`src/rtl/prefetch_ar_arbiter_pkg.sv`:
```
//==============================================================================
// Module  : prefetch_arb_pkg
// Brief   : Shared types and round-robin helper for the prefetch AR arbiter.
// Rev     : 1.0 - initial release
//==============================================================================
`default_nettype none

package prefetch_arb_pkg;

    typedef enum logic [0:0] {
        ARB_IDLE  = 1'b0,
        ARB_ISSUE = 1'b1
    } arb_state_t;

    // Widest requester vector the helper accepts; callers zero-extend into it.
    localparam int MAX_REQ = 32;

    // First asserted valid starting at ptr and wrapping modulo num.
    // Returns ptr unchanged when nothing is valid.
    function automatic int rr_pick(input logic [MAX_REQ-1:0] valid,
                                   input int                ptr,
                                   input int                num);
        int result;
        int idx;
        result = ptr;
        for (int k = MAX_REQ - 1; k >= 0; k--) begin
            if (k < num) begin
                idx = (ptr + k) % num;
                if (valid[idx]) begin
                    result = idx;
                end
            end
        end
        return result;
    endfunction

endpackage

`default_nettype wire

```
`src/rtl/prefetch_ar_arbiter_if.sv`:
```
//==============================================================================
// Module  : prefetch_ar_arbiter_if
// Brief   : Requester-side and RAM-side AR/R signals of the prefetch arbiter.
// Rev     : 1.0 - initial release
//==============================================================================
`default_nettype none

interface prefetch_ar_arbiter_if #(
    parameter int NUM_REQ              = 2,
    parameter int ADDR_BITS            = 32,
    parameter int BURST_LEN_WIDTH      = 8,
    parameter int TID_WIDTH            = 8,
    parameter int LOG_BLOCK_DATA_BYTES = 0,
    parameter int LOG_OUTSTANDING      = 2
);
    localparam int DATA_WIDTH = 8 << LOG_BLOCK_DATA_BYTES;

    logic [NUM_REQ-1:0]                 req_ar_valid;
    logic [NUM_REQ-1:0]                 req_ar_ready;
    logic [NUM_REQ*ADDR_BITS-1:0]       req_ar_addr;
    logic [NUM_REQ*BURST_LEN_WIDTH-1:0] req_ar_len;
    logic [NUM_REQ*TID_WIDTH-1:0]       req_ar_id;
    logic [NUM_REQ-1:0]                 req_r_valid;
    logic [NUM_REQ-1:0]                 req_r_ready;
    logic [DATA_WIDTH-1:0]              req_r_data;
    logic                               req_r_last;
    logic [TID_WIDTH-1:0]               req_r_id;

    logic                               mem_ar_valid;
    logic                               mem_ar_ready;
    logic [ADDR_BITS-1:0]               mem_ar_addr;
    logic [BURST_LEN_WIDTH-1:0]         mem_ar_len;
    logic [TID_WIDTH-1:0]               mem_ar_id;
    logic                               mem_r_valid;
    logic                               mem_r_ready;
    logic [DATA_WIDTH-1:0]              mem_r_data;
    logic                               mem_r_last;
    logic [TID_WIDTH-1:0]               mem_r_id;

    logic [LOG_OUTSTANDING:0]           outstanding;
    logic                               err_orphan_r;

    modport slave (
        input  req_ar_valid, req_ar_addr, req_ar_len, req_ar_id, req_r_ready,
        input  mem_ar_ready, mem_r_valid, mem_r_data, mem_r_last, mem_r_id,
        output req_ar_ready, req_r_valid, req_r_data, req_r_last, req_r_id,
        output mem_ar_valid, mem_ar_addr, mem_ar_len, mem_ar_id, mem_r_ready,
        output outstanding, err_orphan_r
    );

    modport master (
        output req_ar_valid, req_ar_addr, req_ar_len, req_ar_id, req_r_ready,
        output mem_ar_ready, mem_r_valid, mem_r_data, mem_r_last, mem_r_id,
        input  req_ar_ready, req_r_valid, req_r_data, req_r_last, req_r_id,
        input  mem_ar_valid, mem_ar_addr, mem_ar_len, mem_ar_id, mem_r_ready,
        input  outstanding, err_orphan_r
    );

endinterface

`default_nettype wire

```
`src/rtl/prefetch_ar_arbiter_route_fifo.sv`:
```
//==============================================================================
// Module  : arb_route_fifo
// Brief   : Synchronous FIFO of granted requester indices, one entry per burst.
// Rev     : 1.0 - initial release
//==============================================================================
`default_nettype none

module arb_route_fifo #(
    parameter int WIDTH     = 1,
    parameter int LOG_DEPTH = 2
) (
    input  logic                 clk,
    input  logic                 rst,
    input  logic                 push,
    input  logic [WIDTH-1:0]     push_data,
    input  logic                 pop,
    output logic [WIDTH-1:0]     head,
    output logic                 full,
    output logic                 empty,
    output logic [LOG_DEPTH:0]   count
);
    localparam int DEPTH = 1 << LOG_DEPTH;

    logic [WIDTH-1:0]     mem [DEPTH];
    logic [LOG_DEPTH-1:0] wr_ptr;
    logic [LOG_DEPTH-1:0] rd_ptr;
    logic [LOG_DEPTH:0]   cnt;
    logic                 do_push;
    logic                 do_pop;

    assign full    = (cnt == (LOG_DEPTH+1)'(DEPTH));
    assign empty   = (cnt == '0);
    assign do_push = push && !full;
    assign do_pop  = pop && !empty;
    assign head    = mem[rd_ptr];
    assign count   = cnt;

    always_ff @(posedge clk) begin
        if (do_push) begin
            mem[wr_ptr] <= push_data;
        end
    end

    always_ff @(posedge clk) begin
        if (rst) begin
            wr_ptr <= '0;
            rd_ptr <= '0;
            cnt    <= '0;
        end else begin
            if (do_push) begin
                wr_ptr <= wr_ptr + LOG_DEPTH'(1);
            end
            if (do_pop) begin
                rd_ptr <= rd_ptr + LOG_DEPTH'(1);
            end
            case ({do_push, do_pop})
                2'b10:   cnt <= cnt + (LOG_DEPTH+1)'(1);
                2'b01:   cnt <= cnt - (LOG_DEPTH+1)'(1);
                default: cnt <= cnt;
            endcase
        end
    end

endmodule

`default_nettype wire

```
`src/rtl/prefetch_ar_arbiter.sv`:
```
//==============================================================================
// Module  : prefetch_ar_arbiter
// Brief   : Round-robin AR arbiter with in-order R steering for prefetchers.
// Rev     : 1.0 - initial release
//==============================================================================
`default_nettype none

module prefetch_ar_arbiter
    import prefetch_arb_pkg::*;
#(
    parameter int NUM_REQ              = 2,
    parameter int ADDR_BITS            = 32,
    parameter int BURST_LEN_WIDTH      = 8,
    parameter int TID_WIDTH            = 8,
    parameter int LOG_BLOCK_DATA_BYTES = 0,
    parameter int LOG_OUTSTANDING      = 2
) (
    input  logic                 clk,
    input  logic                 rst,
    prefetch_ar_arbiter_if.slave bus
);
    localparam int IDX_W = $clog2(NUM_REQ);

    logic [ADDR_BITS-1:0]       addr_arr [NUM_REQ];
    logic [BURST_LEN_WIDTH-1:0] len_arr  [NUM_REQ];
    logic [TID_WIDTH-1:0]       id_arr   [NUM_REQ];

    arb_state_t                 state;
    logic [IDX_W-1:0]           rr_ptr;
    logic [ADDR_BITS-1:0]       issue_addr;
    logic [BURST_LEN_WIDTH-1:0] issue_len;
    logic [TID_WIDTH-1:0]       issue_id;
    logic                       orphan_err;

    logic [MAX_REQ-1:0]         valid_ext;
    logic [IDX_W-1:0]           winner;
    logic [IDX_W-1:0]           next_ptr;
    logic                       accept;
    logic [NUM_REQ-1:0]         ar_ready;
    logic [NUM_REQ-1:0]         r_valid;
    logic                       r_ready;
    logic                       pop;
    logic                       fifo_full;
    logic                       fifo_empty;
    logic [IDX_W-1:0]           head;
    logic [LOG_OUTSTANDING:0]   fifo_count;

    // Requester 0 occupies the most significant slice of each packed bus.
    genvar gi;
    generate
        for (gi = 0; gi < NUM_REQ; gi++) begin : g_unpack
            assign addr_arr[gi] = bus.req_ar_addr[(NUM_REQ-1-gi)*ADDR_BITS +: ADDR_BITS];
            assign len_arr[gi]  = bus.req_ar_len[(NUM_REQ-1-gi)*BURST_LEN_WIDTH +: BURST_LEN_WIDTH];
            assign id_arr[gi]   = bus.req_ar_id[(NUM_REQ-1-gi)*TID_WIDTH +: TID_WIDTH];
        end
    endgenerate

    assign valid_ext = MAX_REQ'(bus.req_ar_valid);
    assign winner    = IDX_W'(rr_pick(valid_ext, int'(rr_ptr), NUM_REQ));
    assign next_ptr  = IDX_W'((int'(winner) + 1) % NUM_REQ);
    assign accept    = !rst && (state == ARB_IDLE) && (|bus.req_ar_valid) && !fifo_full;

    always_comb begin
        ar_ready = '0;
        if (accept) begin
            ar_ready[winner] = 1'b1;
        end
    end

    // An empty route FIFO swallows stray beats so the RAM cannot wedge.
    always_comb begin
        r_valid = '0;
        r_ready = !rst;
        if (!fifo_empty) begin
            r_valid[head] = bus.mem_r_valid;
            r_ready       = bus.req_r_ready[head];
        end
    end

    assign pop = !fifo_empty && bus.mem_r_valid && r_ready && bus.mem_r_last;

    always_ff @(posedge clk) begin
        if (rst) begin
            state      <= ARB_IDLE;
            rr_ptr     <= '0;
            issue_addr <= '0;
            issue_len  <= '0;
            issue_id   <= '0;
            orphan_err <= 1'b0;
        end else begin
            case (state)
                ARB_IDLE: begin
                    if (accept) begin
                        issue_addr <= addr_arr[winner];
                        issue_len  <= len_arr[winner];
                        issue_id   <= id_arr[winner];
                        rr_ptr     <= next_ptr;
                        state      <= ARB_ISSUE;
                    end
                end
                ARB_ISSUE: begin
                    if (bus.mem_ar_ready) begin
                        state <= ARB_IDLE;
                    end
                end
                default: state <= ARB_IDLE;
            endcase
            if (fifo_empty && bus.mem_r_valid) begin
                orphan_err <= 1'b1;
            end
        end
    end

    arb_route_fifo #(
        .WIDTH     (IDX_W),
        .LOG_DEPTH (LOG_OUTSTANDING)
    ) u_route_fifo (
        .clk       (clk),
        .rst       (rst),
        .push      (accept),
        .push_data (winner),
        .pop       (pop),
        .head      (head),
        .full      (fifo_full),
        .empty     (fifo_empty),
        .count     (fifo_count)
    );

    assign bus.req_ar_ready = ar_ready;
    assign bus.mem_ar_valid = (state == ARB_ISSUE);
    assign bus.mem_ar_addr  = issue_addr;
    assign bus.mem_ar_len   = issue_len;
    assign bus.mem_ar_id    = issue_id;
    assign bus.req_r_valid  = r_valid;
    assign bus.mem_r_ready  = r_ready;
    assign bus.req_r_data   = bus.mem_r_data;
    assign bus.req_r_last   = bus.mem_r_last;
    assign bus.req_r_id     = bus.mem_r_id;
    assign bus.outstanding  = fifo_count;
    assign bus.err_orphan_r = orphan_err;

endmodule

`default_nettype wire

```
`src/flat_wrapper.sv`:
```
// flat-port wrapper written by rule: the top's interface ports become plain ports
module prefetch_ar_arbiter_flat import prefetch_arb_pkg::*;
#(
    parameter int NUM_REQ              = 2,
    parameter int ADDR_BITS            = 32,
    parameter int BURST_LEN_WIDTH      = 8,
    parameter int TID_WIDTH            = 8,
    parameter int LOG_BLOCK_DATA_BYTES = 0,
    parameter int LOG_OUTSTANDING      = 2
)
  (clk, rst, bus_req_ar_valid, bus_req_ar_addr, bus_req_ar_len, bus_req_ar_id, bus_req_r_ready, bus_mem_ar_ready, bus_mem_r_valid, bus_mem_r_data, bus_mem_r_last, bus_mem_r_id, bus_req_ar_ready, bus_req_r_valid, bus_req_r_data, bus_req_r_last, bus_req_r_id, bus_mem_ar_valid, bus_mem_ar_addr, bus_mem_ar_len, bus_mem_ar_id, bus_mem_r_ready, bus_outstanding, bus_err_orphan_r);
  prefetch_ar_arbiter_if #(.NUM_REQ(NUM_REQ), .ADDR_BITS(ADDR_BITS), .BURST_LEN_WIDTH(BURST_LEN_WIDTH), .TID_WIDTH(TID_WIDTH), .LOG_BLOCK_DATA_BYTES(LOG_BLOCK_DATA_BYTES), .LOG_OUTSTANDING(LOG_OUTSTANDING)) bus_i ();
  input  logic clk;
  input  logic rst;
  input wire logic [$bits(bus_i.req_ar_valid)-1:0] bus_req_ar_valid;
  input wire logic [$bits(bus_i.req_ar_addr)-1:0] bus_req_ar_addr;
  input wire logic [$bits(bus_i.req_ar_len)-1:0] bus_req_ar_len;
  input wire logic [$bits(bus_i.req_ar_id)-1:0] bus_req_ar_id;
  input wire logic [$bits(bus_i.req_r_ready)-1:0] bus_req_r_ready;
  input wire logic [$bits(bus_i.mem_ar_ready)-1:0] bus_mem_ar_ready;
  input wire logic [$bits(bus_i.mem_r_valid)-1:0] bus_mem_r_valid;
  input wire logic [$bits(bus_i.mem_r_data)-1:0] bus_mem_r_data;
  input wire logic [$bits(bus_i.mem_r_last)-1:0] bus_mem_r_last;
  input wire logic [$bits(bus_i.mem_r_id)-1:0] bus_mem_r_id;
  output wire logic [$bits(bus_i.req_ar_ready)-1:0] bus_req_ar_ready;
  output wire logic [$bits(bus_i.req_r_valid)-1:0] bus_req_r_valid;
  output wire logic [$bits(bus_i.req_r_data)-1:0] bus_req_r_data;
  output wire logic [$bits(bus_i.req_r_last)-1:0] bus_req_r_last;
  output wire logic [$bits(bus_i.req_r_id)-1:0] bus_req_r_id;
  output wire logic [$bits(bus_i.mem_ar_valid)-1:0] bus_mem_ar_valid;
  output wire logic [$bits(bus_i.mem_ar_addr)-1:0] bus_mem_ar_addr;
  output wire logic [$bits(bus_i.mem_ar_len)-1:0] bus_mem_ar_len;
  output wire logic [$bits(bus_i.mem_ar_id)-1:0] bus_mem_ar_id;
  output wire logic [$bits(bus_i.mem_r_ready)-1:0] bus_mem_r_ready;
  output wire logic [$bits(bus_i.outstanding)-1:0] bus_outstanding;
  output wire logic [$bits(bus_i.err_orphan_r)-1:0] bus_err_orphan_r;
  assign bus_i.req_ar_valid = bus_req_ar_valid;
  assign bus_i.req_ar_addr = bus_req_ar_addr;
  assign bus_i.req_ar_len = bus_req_ar_len;
  assign bus_i.req_ar_id = bus_req_ar_id;
  assign bus_i.req_r_ready = bus_req_r_ready;
  assign bus_i.mem_ar_ready = bus_mem_ar_ready;
  assign bus_i.mem_r_valid = bus_mem_r_valid;
  assign bus_i.mem_r_data = bus_mem_r_data;
  assign bus_i.mem_r_last = bus_mem_r_last;
  assign bus_i.mem_r_id = bus_mem_r_id;
  assign bus_req_ar_ready = bus_i.req_ar_ready;
  assign bus_req_r_valid = bus_i.req_r_valid;
  assign bus_req_r_data = bus_i.req_r_data;
  assign bus_req_r_last = bus_i.req_r_last;
  assign bus_req_r_id = bus_i.req_r_id;
  assign bus_mem_ar_valid = bus_i.mem_ar_valid;
  assign bus_mem_ar_addr = bus_i.mem_ar_addr;
  assign bus_mem_ar_len = bus_i.mem_ar_len;
  assign bus_mem_ar_id = bus_i.mem_ar_id;
  assign bus_mem_r_ready = bus_i.mem_r_ready;
  assign bus_outstanding = bus_i.outstanding;
  assign bus_err_orphan_r = bus_i.err_orphan_r;
  prefetch_ar_arbiter #(.NUM_REQ(NUM_REQ), .ADDR_BITS(ADDR_BITS), .BURST_LEN_WIDTH(BURST_LEN_WIDTH), .TID_WIDTH(TID_WIDTH), .LOG_BLOCK_DATA_BYTES(LOG_BLOCK_DATA_BYTES), .LOG_OUTSTANDING(LOG_OUTSTANDING)) u_core (.clk(clk), .rst(rst), .bus(bus_i));
endmodule
```
`config.mk`:
```
export PLATFORM = sky130hd
export DESIGN_NAME = prefetch_ar_arbiter_flat
export DESIGN_NICKNAME = d
export VERILOG_FILES = /design/src/rtl/prefetch_ar_arbiter_pkg.sv /design/src/rtl/prefetch_ar_arbiter_if.sv /design/src/rtl/prefetch_ar_arbiter_route_fifo.sv /design/src/rtl/prefetch_ar_arbiter.sv /design/src/flat_wrapper.sv
export SDC_FILE = /design/constraint.sdc
export NUM_CORES = 1
export LEC_CHECK = 0
export CAP_MARGIN = 20
export CORE_MARGIN = 2
export CORE_UTILIZATION = 40
export DETAILED_ROUTE_END_ITERATION = 10
export PLACE_DENSITY_LB_ADDON = 0.15
export SKIP_CTS_REPAIR_TIMING = 1
export SYNTH_ARGS = -nofsm -noshare
export SYNTH_HDL_FRONTEND = slang
export SYNTH_HIERARCHICAL = 1
export SYNTH_SLANG_ARGS = --single-unit
```
`constraint.sdc`:
```
create_clock -name clk -period 4.7 [get_ports clk]
set_input_delay 0.94 -clock clk [delete_from_list [all_inputs] [get_ports clk]]
set_output_delay 0.94 -clock clk [all_outputs]
set_load 0.005 [all_outputs]
```
======== Word-level counts from Yosys, hierarchy flattened ========
Memory sizes are Yosys's and may differ from the RTL's. A register that Yosys moved wholly into a read port is not among the register bits.
Cells that the tools add are included.
operators by class
  $add $sub $neg .......................... 6
  order comparisons ....................... 7
  eq/ne operators ......................... 3
  muxes and demuxes ....................... 33
  bitwise operators ....................... 4
  reductions and logical operators ........ 18
operator list
  operator                                                                       count
  32-bit two-way mux                                                             3
  8-bit two-way mux                                                              6
  1-bit two-way mux                                                              15
  1-bit logical AND                                                              11
  2-bit two-way mux                                                              4
  2-bit by 7-bit less-than comparator with 1-bit output (second input constant)  1
  1-bit by 6-bit less-than comparator with 1-bit output (second input constant)  1
  3-bit one-hot mux with 2 select lines                                          1
  2-bit by 1-bit adder with 2-bit output (second input constant)                 2
  1-bit by 2-bit less-than comparator with 1-bit output (second input constant)  2
  3-bit by 1-bit adder with 3-bit output (second input constant)                 1
  3-bit == test (second input constant)                                          1
  1-bit zero test                                                                3
  3-bit zero test                                                                1
  3-bit by 1-bit subtractor with 3-bit output (second input constant)            1
  1-bit adder (second input constant)                                            2
  2-bit bitwise AND                                                              1
  1-bit binary-select mux with 2-bit select                                      1
  1-bit demux with 1-bit select                                                  2
  2-bit by 1-bit == test with 1-bit output (second input constant)               1
  2-bit == test (second input constant)                                          1
  1-bit greater-or-equal comparator (second input constant)                      2
  2-bit greater-or-equal comparator (second input constant)                      1
  1-bit NOT with 2-bit output                                                    1
  other kinds (6)                                                                6
storage, ports and cells
  flip-flop bits (word level) ............. 58
  memory bits (writable) .................. 4
  input bits .............................. 121
  output and inout port bits .............. 75
  logic and storage cells ................. 81
  memories ................................ 1
memory list
  memory                   depth  width  rd ports  clocked after memory_dff  wr ports  line                                  source
  u_core.u_route_fifo.mem  4      1      1         1                         1         prefetch_ar_arbiter_route_fifo.sv:24  logic [WIDTH-1:0] mem [DEPTH];

======== Depth between registers and ports, before layout ========
  depth after elaboration ................. 12
  mapped depth ............................ 14
  depth with buffers taken out ............ 12

======== Hierarchy ========
Netlist, hierarchy kept.
modules (own cells, without submodules)
  module               instances  cells an instance  area an instance (sq um)  sequential area each (sq um)
  prefetch_ar_arbiter  1          308                2557.5                    1021.0
  arb_route_fifo       1          59                 618.1                     300.3

======== Worst setup path after synthesis ========
No wires, ideal clock.
  kind .................................... input to register
  start ................................... input port bus_req_ar_valid[1]
  end ..................................... register u_core.u_route_fifo.cnt[2] (netlist: u_core/u_route_fifo/count[2])
  library setup time ...................... 70 ps
  arrival time ............................ 3013 ps
  required time ........................... 4630 ps
  setup slack ............................. 1617 ps
  cell stages on the path ................. 13
  buffers on the path ..................... 2
  cells stage by stage .................... buf_2 > nor2_2 > clkbuf_1 > nor3_1 > inv_1 > nor2_1 > inv_1 > ha_1 > inv_1 > fa_1 > xor2_1 > or3_1 > a21oi_1
between the ends
  word-level cells in the longest chain between the ends .. 6
  elaborated cells between the ends (all ways) .. 8
  those cells by class .................... eq/ne: 2; mux: 1; reduce/logical: 5
ends and longest elaborated chain
  what                                                                                line                                  source
  start: declaration                                                                  flat_wrapper.sv:15                    input wire logic [$bits(bus_i.req_ar_valid)-1:0] bus_req_ar_valid;
  2-bit OR reduction *                                                                prefetch_ar_arbiter.sv:61             assign accept = !rst && (state == ARB_IDLE) && (|bus.req_ar_valid) && !fifo_full;
  1-bit logical AND * (2 in series)                                                   prefetch_ar_arbiter.sv:61
  net u_core.accept                                                                   prefetch_ar_arbiter.sv:38             logic accept;
  1-bit logical AND *                                                                 prefetch_ar_arbiter_route_fifo.sv:33  assign do_push = push && !full;
  2-bit by 1-bit == test with 1-bit output / 2-bit == test (equally long branches)    prefetch_ar_arbiter_route_fifo.sv:56  case ({do_push, do_pop})
  3-bit one-hot mux with 2 select lines / 2-bit nonzero test (equally long branches)  -
  end signal: assignment                                                              prefetch_ar_arbiter_route_fifo.sv:57  2'b10: cnt <= cnt + (LOG_DEPTH+1)'(1);
  end signal: assignment                                                              prefetch_ar_arbiter_route_fifo.sv:58  2'b01: cnt <= cnt - (LOG_DEPTH+1)'(1);
  end signal: assignment                                                              prefetch_ar_arbiter_route_fifo.sv:59  default: cnt <= cnt;
  end: declaration                                                                    prefetch_ar_arbiter_route_fifo.sv:27  logic [LOG_DEPTH:0] cnt;
Mark *: on every way through the listed nets, which the timed path passes. The rest lies on a longest branch.
A chain may end at the register's enable or synchronous reset.

======== Final worst setup path ========
  start ................................... input port bus_req_ar_valid[1]
  end ..................................... output port bus_req_ar_ready[0]
between the ends
  word-level cells in the longest chain between the ends .. 10
  elaborated cells between the ends (all ways) .. 16
  those cells by class .................... order compare: 2; mux: 10; reduce/logical: 4
ends and longest elaborated chain
  what                                                                                                                                     line                           source
  1-bit binary-select mux with 2-bit select                                                                                                prefetch_ar_arbiter_pkg.sv:29  if (valid[idx]) begin
  1-bit two-way mux (implied by the code) (2 in series)                                                                                    prefetch_ar_arbiter_pkg.sv:29
  1-bit two-way mux (2 in series)                                                                                                          prefetch_ar_arbiter_pkg.sv:29
  1-bit by 2-bit less-than comparator with 1-bit output (implied by the code) / 1-bit greater-or-equal comparator (equally long branches)  prefetch_ar_arbiter.sv:66      ar_ready[winner] = 1'b1;
  1-bit logical AND (implied by the code)                                                                                                  prefetch_ar_arbiter.sv:66
  1-bit two-way mux (implied by the code)                                                                                                  prefetch_ar_arbiter.sv:66
  1-bit demux with 1-bit select                                                                                                            -
  2-bit two-way mux *                                                                                                                      prefetch_ar_arbiter.sv:65      if (accept) begin
  end: declaration                                                                                                                         flat_wrapper.sv:25             output wire logic [$bits(bus_i.req_ar_ready)-1:0] bus_req_ar_ready;
Every way passes the cells marked *; elsewhere a longest branch is shown, timed or not. The select of a mux whose other input is x is not followed.

==> results.toml <==
[cts]
cts_root_buf = "clkbuf_8"
numCtsBuffers = 9
clock-sinks = 64
htree_levels = 3
clkTransAtPathRegs_ps = 70
insertion_delay_ps = 340
clk_path_buf_depth = 2
cts_tree = "yes"

[synth]
ys_ff_latch = 64
syn_nets = 494
ys_warn_count = 6
synth_cells = 367
synth_common_cells = "dfxtp_1, a31oi_1, nand3_1, nand4_1, o21ai_1"
synth_area_leader_cell = "dfxtp_1"
avgSynthCellArea_um2 = 8.65
syn_area_mm2 = 0.00318
ys.flop_type = "dfxtp_1"
synth_most_common_cell = "dfxtp_1"
ys_seq_area_frac = 0.416
synth_top_area_frac = 0.378
synth_edf_count = 4
yosysUniqueCellTypes = 41
ys_async_sr_fraction = 0
synth.area.top_cells = "dfxtp_1, a31oi_1, nand4_1, nand3_1, a221o_1"

[layout]
num-fill-cells = 662
multi_input_area_mm2 = 0.00146
antenna_cells = 0
finish.utilization = 0.634
nNetsFinal = 622
area_growth_pct = 54.3
seq_area_mm2 = 0.00132
drive_gt1_frac = 0.0681
instances_no_fill = 601

[pwr]
power_leakage_nw = 1.68
power_switching_mw = 0.365
clkPwrFrac = 0.334
powerDensity_mw_per_mm2 = 286
p_seq_frac = 0.434
power_frac_comb = 0.232
peakVddDrop_mv = 0.129
p_int_mw = 1.03
netSwitchingFraction = 0.261

[die]
dieWidth_um = 93.1
dieArea_mm2 = 0.00867
rows = 32
start_util = 0.411
die_h_um = 93.1
ios = 196
core-area_mm2 = 0.00773

[global_routing]
grt_pass1_wl_mm = 15.4
grt_antenna_before_repair = 0
gr-usage-all-layers = 0.224
grt_pass1_vias = 3248
grt_max_degree = 62
grt.overflow.total = 0

[run]
max_cap_viol_count = 0

[hold_path]
min_path_cells = 2
hold_class = "register to register"

[route]
postRouteAntennaNets = 0
drt-pass1-iter-count = 4
wl_per_cell_um = 16.0
viasPerCell = 5.50
wl_mm = 9.62
drcViolationCount = 0
vias = 3305
drtIter0Drc = 127

[timing]
max_freq_mhz = 263
finClkSkew_ps = 10.3
setup_violations = 0
tns_ps = 0
relSlewSlack = 0.522
slew_violations = 0
timing.final.crit_share = 0.810
final.min_clock_period_ps = 3810
hold_violations = 0
grt_setup_unrepaired = "false"
tightest_slew_ps = 716

[placement]
placed_cells = 586
gp_congestion = 0.763
dp_hpwl_mm = 6.56
portBuffers = 163

[setup_path]
critPathLaunch = "bus_req_ar_valid[1]"
reg2reg_from = "u_core/u_route_fifo/count[2]"
critical_path_class = "primary input to primary output"
ff2ff_path_depth = 12
r2r_end = "u_core/u_route_fifo/count[2]"
crit_path_max_fanout = 18
worstSetupStartpointType = "primary input"
r2r_setup_slack_ps = 1860
crit_arrival_ps = 2870
endpoint = "bus_req_ar_ready[0]"
cp-end-kind = "primary output"
critPathRequiredTime_ps = 3760

[status]
status = "finished clean"
## flip-flops by register name, indices dropped and copies added (netlist names), named ones only
signal                      cells
u_core/bus.err_orphan_r         1
u_core/bus.mem_ar_addr         32
u_core/bus.mem_ar_id            8
u_core/bus.mem_ar_len           8
u_core/bus.mem_ar_valid         1
u_core/rr_ptr                   1
u_core/u_route_fifo/count       3
u_core/u_route_fifo/mem         4
u_core/u_route_fifo/rd_ptr      2
u_core/u_route_fifo/wr_ptr      2
## cell usage in the layout, fill, tap and decap left out, types with 2 or more instances in the layout
cell,netlist,routed
nand3_1,33,33
nor2_1,9,9
xor2_1,3,3
a21oi_1,9,9
or2_1,2,2
buf_4,19,10
clkbuf_8,0,12
dfxtp_1,60,60
o21ai_1,29,29
nor2_2,2,2
a31oi_1,33,33
clkdlybuf4s50_1,0,162
or3_1,3,3
clkinv_2,0,2
o21ai_0,8,8
edfxtp_1,4,4
inv_1,24,24
ha_1,5,5
and2_1,5,5
a211oi_1,15,15
a221o_1,15,15
nand4_1,33,33
## how the worst min path moves through the flow
stage,start,end,slack (ps)
floorplan,u_core/u_route_fifo/rd_ptr[1],register,460
CTS,u_core/bus.err_orphan_r,u_core/bus.err_orphan_r,480
finish,u_core/bus.err_orphan_r,u_core/bus.err_orphan_r,480
global route,u_core/bus.err_orphan_r,u_core/bus.err_orphan_r,510
detailed placement,u_core/bus.err_orphan_r,u_core/bus.err_orphan_r,470
global placement,u_core/bus.err_orphan_r,u_core/bus.err_orphan_r,450
## power by group through the flow
stage / sequential (mW) / clock [mW] / combinational [mW]
finish: 0.608 / 0.467 / 0.325
global route: 0.613 / 0.506 / 0.353
CTS: 0.608 / 0.479 / 0.326
detailed placement: 0.620 / 0 / 0.325
global placement: 0.619 / 0 / 0.322
floorplan: 0.620 / 0 / 0.144
## critical path, stage by stage
cell	delay, ps
clkdlybuf4s50_1	760
a21boi_2	300
and2_1	140
buf_4	210
clkdlybuf4s50_1	530
## layer usage
metal	wire length, um	vias to the layer above	GRT usage	part of all wire
met1	3920	1541	0.266	0.41
met2	4680	144	0.373	0.49
li1	-	1602	-	-
met4	165	0	0.0968	0.017
met5	0	-	0	0
met3	866	18	0.0725	0.090
## cell families after synthesis
family          count (synthesis)  synth area share
compound gates                112             0.229
simple gates                   99             0.181
buf+inv                        80             0.126
flops                          64             0.416
fa+ha+maj                       7            0.0292
xor+xnor                        3           0.00828
mux                             2            0.0106
## area by class of cell
type	count	share of cell area
repair buffers	173	0.347
multi-input cells	223	0.298
flip-flops and latches	64	0.270
clock buffers	13	0.0388
well taps	102	0.0260
inverters	24	0.0184
clock inverters	2	0.00204
## metrics by stage
stage / hold WS, ps / setup WS, ps / area, um^2 / power [mW]
after floorplan: 459 / 1620 / 3180 / 0.764
after global placement: 452 / 794 / 4700 / 0.941
after detailed placement: 466 / 728 / 4700 / 0.945
after CTS: 483 / 881 / 4900 / 1.41
after global routing: 509 / 705 / 4900 / 1.47
final: 475 / 891 / 4900 / 1.40
Note: power is estimated with default switching activity, not from simulation.
